==> src/rtl/count_event_tracker.sv <==
// Monitors an up/down counter's output: detects wrap-around and threshold
// hits, keeps a signed wrap tally and queues events in a 4-deep FIFO.
module count_event_tracker #(
  parameter int WIDTH      = 4,
  parameter int WRAP_WIDTH = 8
) (
  input  logic                  clk,
  input  logic                  rst,
  input  logic [WIDTH-1:0]      count_in,
  input  logic                  load_n,
  input  logic [WIDTH-1:0]      threshold,
  output logic                  max_count,
  output logic                  zero,
  output logic [WRAP_WIDTH-1:0] wrap_cnt,
  output logic                  evt_valid,
  output logic [1:0]            evt_code,
  output logic [WIDTH-1:0]      evt_count,
  input  logic                  evt_ready,
  output logic                  drop_err
);

  localparam int DEPTH = 4;
  localparam logic [WRAP_WIDTH-1:0] WRAP_ONE = 1;
  localparam logic [2:0] FILL_FULL = 3'(DEPTH);

  logic [WIDTH-1:0] prev;
  logic             load_q;
  logic             prev_valid;

  logic       armed, up_wrap, down_wrap, hit;
  logic       push, pop, full, push_ok;
  logic [1:0] push_code;

  logic [1:0]       wr_ptr, rd_ptr;
  logic [2:0]       fill;
  logic [1:0]       mem_code  [DEPTH];
  logic [WIDTH-1:0] mem_count [DEPTH];

  always_comb begin
    armed     = prev_valid && load_q;
    up_wrap   = armed && (prev == '1) && (count_in == '0);
    down_wrap = armed && (prev == '0) && (count_in == '1);
    hit       = armed && (count_in == threshold) && (prev != threshold);
    push      = up_wrap || down_wrap || hit;
    // Wraps take priority; a coincident hit is simply not reported.
    if (up_wrap)        push_code = 2'b00;
    else if (down_wrap) push_code = 2'b01;
    else                push_code = 2'b10;
  end

  assign evt_valid = (fill != '0);
  assign full      = (fill == FILL_FULL);
  assign pop       = evt_valid && evt_ready;
  assign push_ok   = push && (!full || pop);
  assign evt_code  = mem_code[rd_ptr];
  assign evt_count = mem_count[rd_ptr];

  always_ff @(posedge clk or negedge rst) begin
    if (!rst) begin
      prev       <= '0;
      load_q     <= 1'b0;
      prev_valid <= 1'b0;
      max_count  <= 1'b0;
      zero       <= 1'b0;
      wrap_cnt   <= '0;
    end else begin
      prev       <= count_in;
      load_q     <= load_n;
      prev_valid <= 1'b1;
      max_count  <= (count_in == '1);
      zero       <= (count_in == '0);
      if (up_wrap)
        wrap_cnt <= wrap_cnt + WRAP_ONE;
      else if (down_wrap)
        wrap_cnt <= wrap_cnt - WRAP_ONE;
    end
  end

  always_ff @(posedge clk or negedge rst) begin
    if (!rst) begin
      wr_ptr   <= '0;
      rd_ptr   <= '0;
      fill     <= '0;
      drop_err <= 1'b0;
    end else begin
      if (push_ok) wr_ptr <= wr_ptr + 2'd1;
      if (pop)     rd_ptr <= rd_ptr + 2'd1;
      case ({push_ok, pop})
        2'b10:   fill <= fill + 3'd1;
        2'b01:   fill <= fill - 3'd1;
        default: fill <= fill;
      endcase
      if (push && !push_ok) drop_err <= 1'b1;
    end
  end

  // Storage needs no reset: contents are only observed while evt_valid=1.
  always_ff @(posedge clk) begin
    if (push_ok) begin
      mem_code[wr_ptr]  <= push_code;
      mem_count[wr_ptr] <= count_in;
    end
  end

endmodule

==> config.mk <==
export PLATFORM = sky130hd
export DESIGN_NAME = count_event_tracker
export DESIGN_NICKNAME = d
export VERILOG_FILES = /design/src/rtl/count_event_tracker.sv
export SDC_FILE = /design/constraint.sdc
export NUM_CORES = 1
export LEC_CHECK = 0
export ABC_AREA = 1
export ABC_CLOCK_PERIOD_IN_PS = 2900
export CAP_MARGIN = 20
export CORE_ASPECT_RATIO = 0.9
export CORE_UTILIZATION = 25
export CTS_CLUSTER_SIZE = 16
export DETAILED_ROUTE_END_ITERATION = 12
export DONT_BUFFER_PORTS = 1
export PLACE_DENSITY = 0.44
export REMOVE_ABC_BUFFERS = 1
export SYNTH_ARGS = -nofsm -noshare
export SYNTH_HDL_FRONTEND = slang
export SYNTH_SLANG_ARGS = --single-unit
==> constraint.sdc <==
create_clock -name clk -period 2.9 [get_ports clk]
set_input_delay 0.725 -clock clk [delete_from_list [all_inputs] [get_ports clk]]
set_output_delay 0.725 -clock clk [all_outputs]
set_load 0.05 [all_outputs]
* After elaboration in Yosys (flattened, before gate mapping)
Memory sizes are Yosys's and may differ from the RTL's. Cells that the tools add are included.
Operators by class: eq/ne operators 7, reductions and logical operators 20, muxes and demuxes 7, add/subtract/negate cells 6
Operators with widths (number):
- two-way mux 8 bit | 2
- logical AND 1 bit | 10
- adder 8 x 1 -> 8 bit, second input constant | 1
- equality test 4 bit, second input constant | 2
- zero test 4 bit | 2
- subtractor 8 x 1 -> 8 bit, second input constant | 1
- case mux 3 bit (2 select lines) | 1
- adder 2 x 1 -> 2 bit, second input constant | 2
- equality test 4 bit | 1
- two-way mux 2 bit | 2
- != test 4 bit | 1
- nonzero test 2 bit | 2
- adder 3 x 1 -> 3 bit, second input constant | 1
- equality test 3 bit, second input constant | 1
- logical OR 1 bit | 3
- nonzero test 3 bit | 1
- subtractor 3 x 1 -> 3 bit, second input constant | 1
- equality test 2 x 1 -> 1 bit, second input constant | 1
- equality test 2 bit, second input constant | 1
- zero test 1 bit | 2
- two-way mux 1 bit | 2
Word-level totals: input bits 12, bits in registers 24, output and inout port bits 18, memories 2, word-level logic and storage cells 52, bits in writable memories 24
Memory list:
- mem_count | depth 4, width 4, rd ports 1, clocked after Yosys merged registers in 0, wr ports 1, line 37 | logic [WIDTH-1:0] mem_count [DEPTH];
- mem_code | depth 4, width 2, rd ports 1, clocked after Yosys merged registers in 0, wr ports 1, line 36 | logic [1:0] mem_code [DEPTH];

* Logic depth before layout (Yosys ltp)
Gate-level depths: netlist of the first run.
word-level depth 8, mapped depth 15, depth with buffers taken out 15

* Least setup slack after synthesis of the first run
Ideal clock, no wire load.
path type input-to-reg, start input count_in[3], end register wrap_cnt[7], path buffers 0, required time 2834 ps, setup slack 486 ps, setup time 66 ps, arrival 2348 ps, stages on the path 14, cell sequence inv_1 > nand4_1 > nor2_4 > inv_1 > ha_1 > nand3_1 > nand2_1 > nand2_1 > a21oi_1 > nand2_1 > nand2_1 > xnor2_1 > nand2_1 > nand2_1
Between the ends: word-level cells in the longest chain between the ends 3, elaborated cells on any way between the ends 6, classes of those cells eq/ne (1); mux (1); reduce/logical (4)
Ends and longest elaborated chain:
- from (decl) | line 9 | input logic [WIDTH-1:0] count_in,
- equality test 4 bit or zero test 4 bit (tied branches) | line 42, 41
- logical AND 1 bit (on tied branches) | line 42, 41
- nonzero test 2 bit (no source line) or two-way mux 8 bit (tied branches)
- to (signal assigned) | line 73 | wrap_cnt <= wrap_cnt + WRAP_ONE;
- to (signal assigned) | line 75 | wrap_cnt <= wrap_cnt - WRAP_ONE;
- to (decl) | line 14 | output logic [WRAP_WIDTH-1:0] wrap_cnt,
Parallel ways exist; a longest one is shown, timed or not. A chain may end at the register's enable or synchronous reset.

* Final worst setup path of the first run
Ends and elaborated chain as after synthesis.

==> results of run 1 <==
[cells by family after synthesis]
group / synth area share
buf+inv: 0.05905
fa+ha+maj: 0.07151
simple gates: 0.1885
other cells: 0.001624
xor+xnor: 0.03413
compound gates: 0.07313
flops: 0.5720
[state kept, by name, indices dropped and copies added, names as in the netlist]
register    count
wr_ptr          2
fill            3
zero            1
load_q          1
mem_code        8
max_count       1
rd_ptr          2
prev            4
wrap_cnt        8
mem_count      16
prev_valid      1
drop_err        1
[how the worst max path moves through the flow]
| stage | endpoint | start | slack [ns] | depth (start not counted) |
|---|---|---|---|---|
| 2_1_floorplan | wrap_cnt[7] | count_in[3] | 0.49 | 14 |
| 3_3_place_gp | wrap_cnt[7] | count_in[3] | 0.29 | 14 |
| 3_5_place_dp | wrap_cnt[7] | count_in[3] | 0.23 | 14 |
| 4_1_cts | wrap_cnt[7] | count_in[3] | 0.56 | 14 |
| 5_1_grt | wrap_cnt[7] | prev[1] | 0.32 | 15 |
| 6_report | wrap_cnt[7] | count_in[3] | 0.55 | 14 |
[cell usage after synthesis]
library cell	number
a21oi_1	8
clkbuf_1	2
nand4_1	2
nand3_2	1
nor2_2	1
xor2_1	5
nor2_4	2
nand2_2	1
conb_1	1
fa_1	2
buf_2	1
nand2_1	56
o22ai_1	7
or2_2	1
inv_1	33
edfxtp_1	24
dfrtp_1	24
nand3_1	9
nor2_1	31
xnor2_1	4
o21ai_0	17
ha_1	10
[metal layers]
metal / up-vias / routed length [um] / GRT usage
met1: 711 / 2273 / 0.1421
met5: - / 0 / 0
li1: 808 / - / -
met3: 7 / 414 / 0.04634
met2: 43 / 1917 / 0.1606
met4: 0 / 52 / 0.02817
[final cells by class]
class	count	area [um2]	area share
clock buffers	5	68.82	0.02594
multi-input cells	158	852.1	0.3212
flip-flops and latches	48	1321	0.4981
clock inverters	3	47.55	0.01792
repair buffers	12	90.09	0.03396
inverters	33	123.9	0.04670
well taps	119	148.9	0.05613
[through the flow]
| stage | power [mW] | util | area (um2) | std cells | setup slack [ns] |
|---|---|---|---|---|---|
| floorplan | 1.555 | - | 2297 | 239 | 0.4861 |
| global placement | 1.783 | 0.2892 | 2536 | 370 | 0.2911 |
| detailed placement | 1.791 | 0.2892 | 2536 | 370 | 0.2302 |
| CTS | 2.299 | 0.3025 | 2653 | 378 | 0.5619 |
| global route | 2.426 | 0.3025 | 2653 | 378 | 0.3188 |
| finish | 2.261 | 0.3025 | 2653 | 378 | 0.5505 |
[report_power, final]
| group | switching, mW | internal [mW] | leakage (nW) | total (mW) |
|---|---|---|---|---|
| logic | 0.550 | 0.273 | 0.637 | 0.823 |
| clock network | 0.239 | 0.260 | 0.0583 | 0.498 |
| registers | 0.150 | 0.790 | 0.519 | 0.940 |
| total | 0.939 | 1.32 | 1.21 | 2.26 |
==> flow_metrics.env, run 1 <==
export IMPL_status="finished, final reports clean"
export IMPL_numCtsBuffers=5
export IMPL_die_h_um=93.19
export IMPL_final_setup_tns_ns=0
export IMPL_ys_warn_count=0
export IMPL_power_density_mw_per_mm2=852.5
export IMPL_synth_seq_cells=48
export IMPL_h_tree_depth=2
export IMPL_reg2reg_from="prev[0]"
export IMPL_hold_violations=0
export IMPL_avgSynthCellArea_um2=9.544
export IMPL_cts_tree="built"
export IMPL_drive_gt1_frac=0.1004
export IMPL_cts_sinks=48
export IMPL_fillers=920
export IMPL_place_congestion=0.7776
export IMPL_fin_crit_sh=0.8102
export IMPL_drv_cap=0
export IMPL_vias=1569
export IMPL_grt_pass1_vias=1541
export IMPL_ff2ff_setup_slack_ns=0.57
export IMPL_cp_slowest_stage_delay_ns=0.38
export IMPL_fmax_mhz=425.6
export IMPL_cts_root_buf="clkbuf_8"
export IMPL_endpoint_kind="register"
export IMPL_dpl_hpwl_um=3323
export IMPL_path_class="input port to register"
export IMPL_routed_via_density=4.151
export IMPL_crit_top_cell="nand2_1"
export IMPL_drtIter0Drc=57
export IMPL_cp_max_fo=7
export IMPL_synthCells=242
export IMPL_startpoint_type="input port"
export IMPL_core_area_mm2=0.008768
export IMPL_cts_path_max_buffers=2
export IMPL_fp_row_count=32
export IMPL_dieArea_mm2=0.009628
export IMPL_cts_resized=0
export IMPL_start_util=0.2634
export IMPL_insertedDiodeCount=0
export IMPL_grt_antenna_before_repair=0
export IMPL_synth_top_area_frac=0.3120
export IMPL_drtPass1Iterations=4
export IMPL_layout_nets=282
export IMPL_whs_ns=0.1017
export IMPL_post_drt_wl_per_cell_um=12.32
export IMPL_final_common_cell="nand2_1"
export IMPL_drt_wl_total_um=4658
export IMPL_layout_common_cells="nand2_1 (56), inv_1 (33), nor2_1 (31)"
export IMPL_gr_total_overflow=0
export IMPL_syn_area_mm2=0.002310
export IMPL_grt_max_degree=25
export IMPL_ios=30
export IMPL_arrival_ns=2.60
export IMPL_rr_worst_depth=15
export IMPL_grt_pass1_wl_um=7672
export IMPL_yosysUniqueCellTypes=22
export IMPL_cts_hold_buf=0
export IMPL_worstPathCellList="inv_1 -> nand4_1 -> nor2_4 -> inv_1 -> ha_1 -> nand3_1 -> nand2_1 -> nand2_1 -> a21oi_1 -> nand2_1 -> nand2_1 -> xnor2_1 -> nand2_1 -> nand2_1"
export IMPL_worstPathRequired_ns=3.15
export IMPL_slew_violations=0
export IMPL_cpMaxStageDelayCell="ha_1"
export IMPL_post_cts_buffers=0
export IMPL_timing_rr_end="wrap_cnt[7]"
export IMPL_p_leak_nw=1.215
export IMPL_fin_skew_ns=0.005381
export IMPL_peakVddDrop_v=0.0003609
export IMPL_rsz0062_at_grt="false"
export IMPL_synth_area_leader_cell="edfxtp_1"
export IMPL_fp_dieW_um=103.3
export IMPL_finalSetupViolations=0
export IMPL_crit_family="simple AND/OR/NAND/NOR gates"
export IMPL_path_clk_slew_ns=0.09
export IMPL_route_detailed_drc=0
export IMPL_clk_latency_ns=0.31
export IMPL_relSlewSlack=0.6031
export IMPL_hold_class="input port to asynchronous set/reset pin"
export IMPL_post_route_min_period_ns=2.350
export IMPL_ant_nets=0
export IMPL_synth_seq_area_share=0.5720
export IMPL_synth_area_leaders="edfxtp_1 (31%), dfrtp_1 (26%), nand2_1 (9.1%), ha_1 (5.4%), inv_1 (5.4%)"
export IMPL_tightest_slew_ns=0.5954
export IMPL_syn_to_final_growth_pct=14.84
export IMPL_critPathBufInv=2
export IMPL_io_buffers=0
export IMPL_grt_util_all_layers=0.1077
Note: power is estimated with default switching activity, not from simulation.
==> inputs of run 2 (changes only) <==
- ABC_CLOCK_PERIOD_IN_PS: 2900 -> 2200
- clock period: 2.9 -> 2.2 ns (I/O delays scaled with it)
==> flow_metrics.env, run 2 (synthesis gave the netlist of run 1 again) <==
export IMPL_fp_dieW_um=103.3
export IMPL_placed_cells=391
export IMPL_fin_cells=402
export IMPL_cts_path_max_buffers=2
export IMPL_p_leak_nw=1.311
export IMPL_grt_util_all_layers=0.1127
export IMPL_core_area_mm2=0.008768
export IMPL_ant_nets=0
export IMPL_finalSetupViolations=0
export IMPL_fp_row_count=32
export IMPL_io_buffers=0
export IMPL_endpoint_kind="register"
export IMPL_final_setup_tns_ns=0
export IMPL_largest_reg_flops=16
export IMPL_h_tree_depth=2
export IMPL_reg_largest_list="mem_count x16, mem_code x8, wrap_cnt x8"
export IMPL_cts_root_buf="clkbuf_8"
export IMPL_grt_antenna_before_repair=0
export IMPL_top_layer_used="met4"
export IMPL_rsz0062_at_grt="true"
export IMPL_post_route_min_period_ns=2.105
export IMPL_fin_crit_sh=0.9567
export IMPL_dpl_hpwl_um=3611
export IMPL_drtIter0Drc=40
export IMPL_layout_nets=306
export IMPL_numCtsBuffers=5
export IMPL_wl_met1_um=2436
export IMPL_met3RoutedLength_um=272
export IMPL_grt_pass1_wl_um=8079
export IMPL_fmax_mhz=475.1
export IMPL_fin_skew_ns=0.002473
export IMPL_dr_wl_met2_um=2229
export IMPL_hold_class="input port to asynchronous set/reset pin"
export IMPL_routed_via_density=4.244
export IMPL_cp_max_fo=5
export IMPL_arrival_ns=2.29
export IMPL_place_congestion=0.7655
export IMPL_clk_latency_ns=0.30
export IMPL_design_area_mm2=0.002849
export IMPL_dieArea_mm2=0.009628
export IMPL_largest_register="mem_count"
export IMPL_drive_gt1_frac=0.1908
export IMPL_start_util=0.2634
export IMPL_post_drt_wl_per_cell_um=12.42
export IMPL_vias=1706
export IMPL_ff2ff_setup_slack_ns=0.1
export IMPL_power_density_mw_per_mm2=1034
export IMPL_hold_violations=0
export IMPL_slew_violations=0
export IMPL_insertedDiodeCount=0
export IMPL_path_clk_slew_ns=0.09
export IMPL_drt_wl_total_um=4993
export IMPL_gr_total_overflow=0
export IMPL_drv_cap=0
export IMPL_total_power_mw=2.947
export IMPL_grt_pass1_vias=1646
export IMPL_rr_worst_depth=13
export IMPL_startpoint_type="register"
export IMPL_peakVddDrop_v=0.0003502
export IMPL_die_h_um=93.19
export IMPL_drtPass1Iterations=4
export IMPL_worstPathRequired_ns=2.39
export IMPL_path_class="register to register"
export IMPL_status="finished, final reports clean"
export IMPL_relSlewSlack=0.6237
export IMPL_ios=30
export IMPL_cts_sinks=48
export IMPL_grt_max_degree=25
export IMPL_syn_to_final_growth_pct=23.35
export IMPL_route_detailed_drc=0
export IMPL_whs_ns=0.04870
export IMPL_layout_common_cells="nand2_1 (56), buf_4 (35), inv_1 (31), nor2_1 (31)"
export IMPL_final_common_cell="nand2_1"
export IMPL_tightest_slew_ns=0.5644
export IMPL_dpl_instance_area_mm2=0.002694
export IMPL_cts_tree="built"
run 2: cell count changes in the layout (fill, tap and decap cells not counted), sizes merged:
cell / change
inv: -1
clkinv: -1
bufinv: -1
clkinvlp: +3
buf: +24
run 2: critical path, stage by stage (launching register included):
cell	delay (ns)
dfrtp_1	0.38
nand2_1	0.06
nor2_1	0.09
nand2_1	0.10
nor2_4	0.14
inv_1	0.15
fa_1	0.42
nand3_1	0.08
nand2_1	0.07
nand2_1	0.08
nand2_1	0.05
a21oi_1	0.14
xor2_1	0.15
o21ai_0	0.08
run 2: final cells by class:
class                   count  area, um2
well taps                 119      148.9
inverters                  33      127.6
repair buffers             36      282.8
clock buffers               5      68.82
clock inverters             3      18.77
fillers                   897       5919
multi-input cells         158      880.8
flip-flops and latches     48       1321
run 2: path summary, 6_finish.rpt:
path | endpoint | from
min | wrap_cnt[3] | rst
max reg2reg | wrap_cnt[6] | prev[1]
min reg2reg | fill[0] | fill[0]
max in group asynchronous | prev[3] | rst
min in group clk | load_q | load_n
max | wrap_cnt[6] | prev[1]
run 2: timing repair:
action | CTS | global route
hold buffers | 1 | 0
hold endpoints to repair | 24 | 0
buffers inserted | 0 | 2
gates resized for setup | 0 | 5
setup endpoints to repair | 0 | 4
run 2: power by group:
part	leakage (nW)	internal, mW	switching, mW
Combinational	0.754	0.419	0.790
Sequential	0.519	1.04	0.170
Clock	0.0378	0.220	0.306
run 2: metrics by stage:
stage	util	setup WS [ns]
3_5_place_dp	0.3072	-0.1270
2_1_floorplan	-	-0.03889
4_1_cts	0.3195	0.01286
5_1_grt	0.3249	-0.1107
3_3_place_gp	0.3072	-0.03139
6_report	0.3249	0.09531
run 2: metal layers:
layer | vias to the layer above | track usage
met5 | - | 0
met4 | 0 | 0.03521
met3 | 6 | 0.03363
met2 | 28 | 0.1778
met1 | 815 | 0.1477
li1 | 857 | -
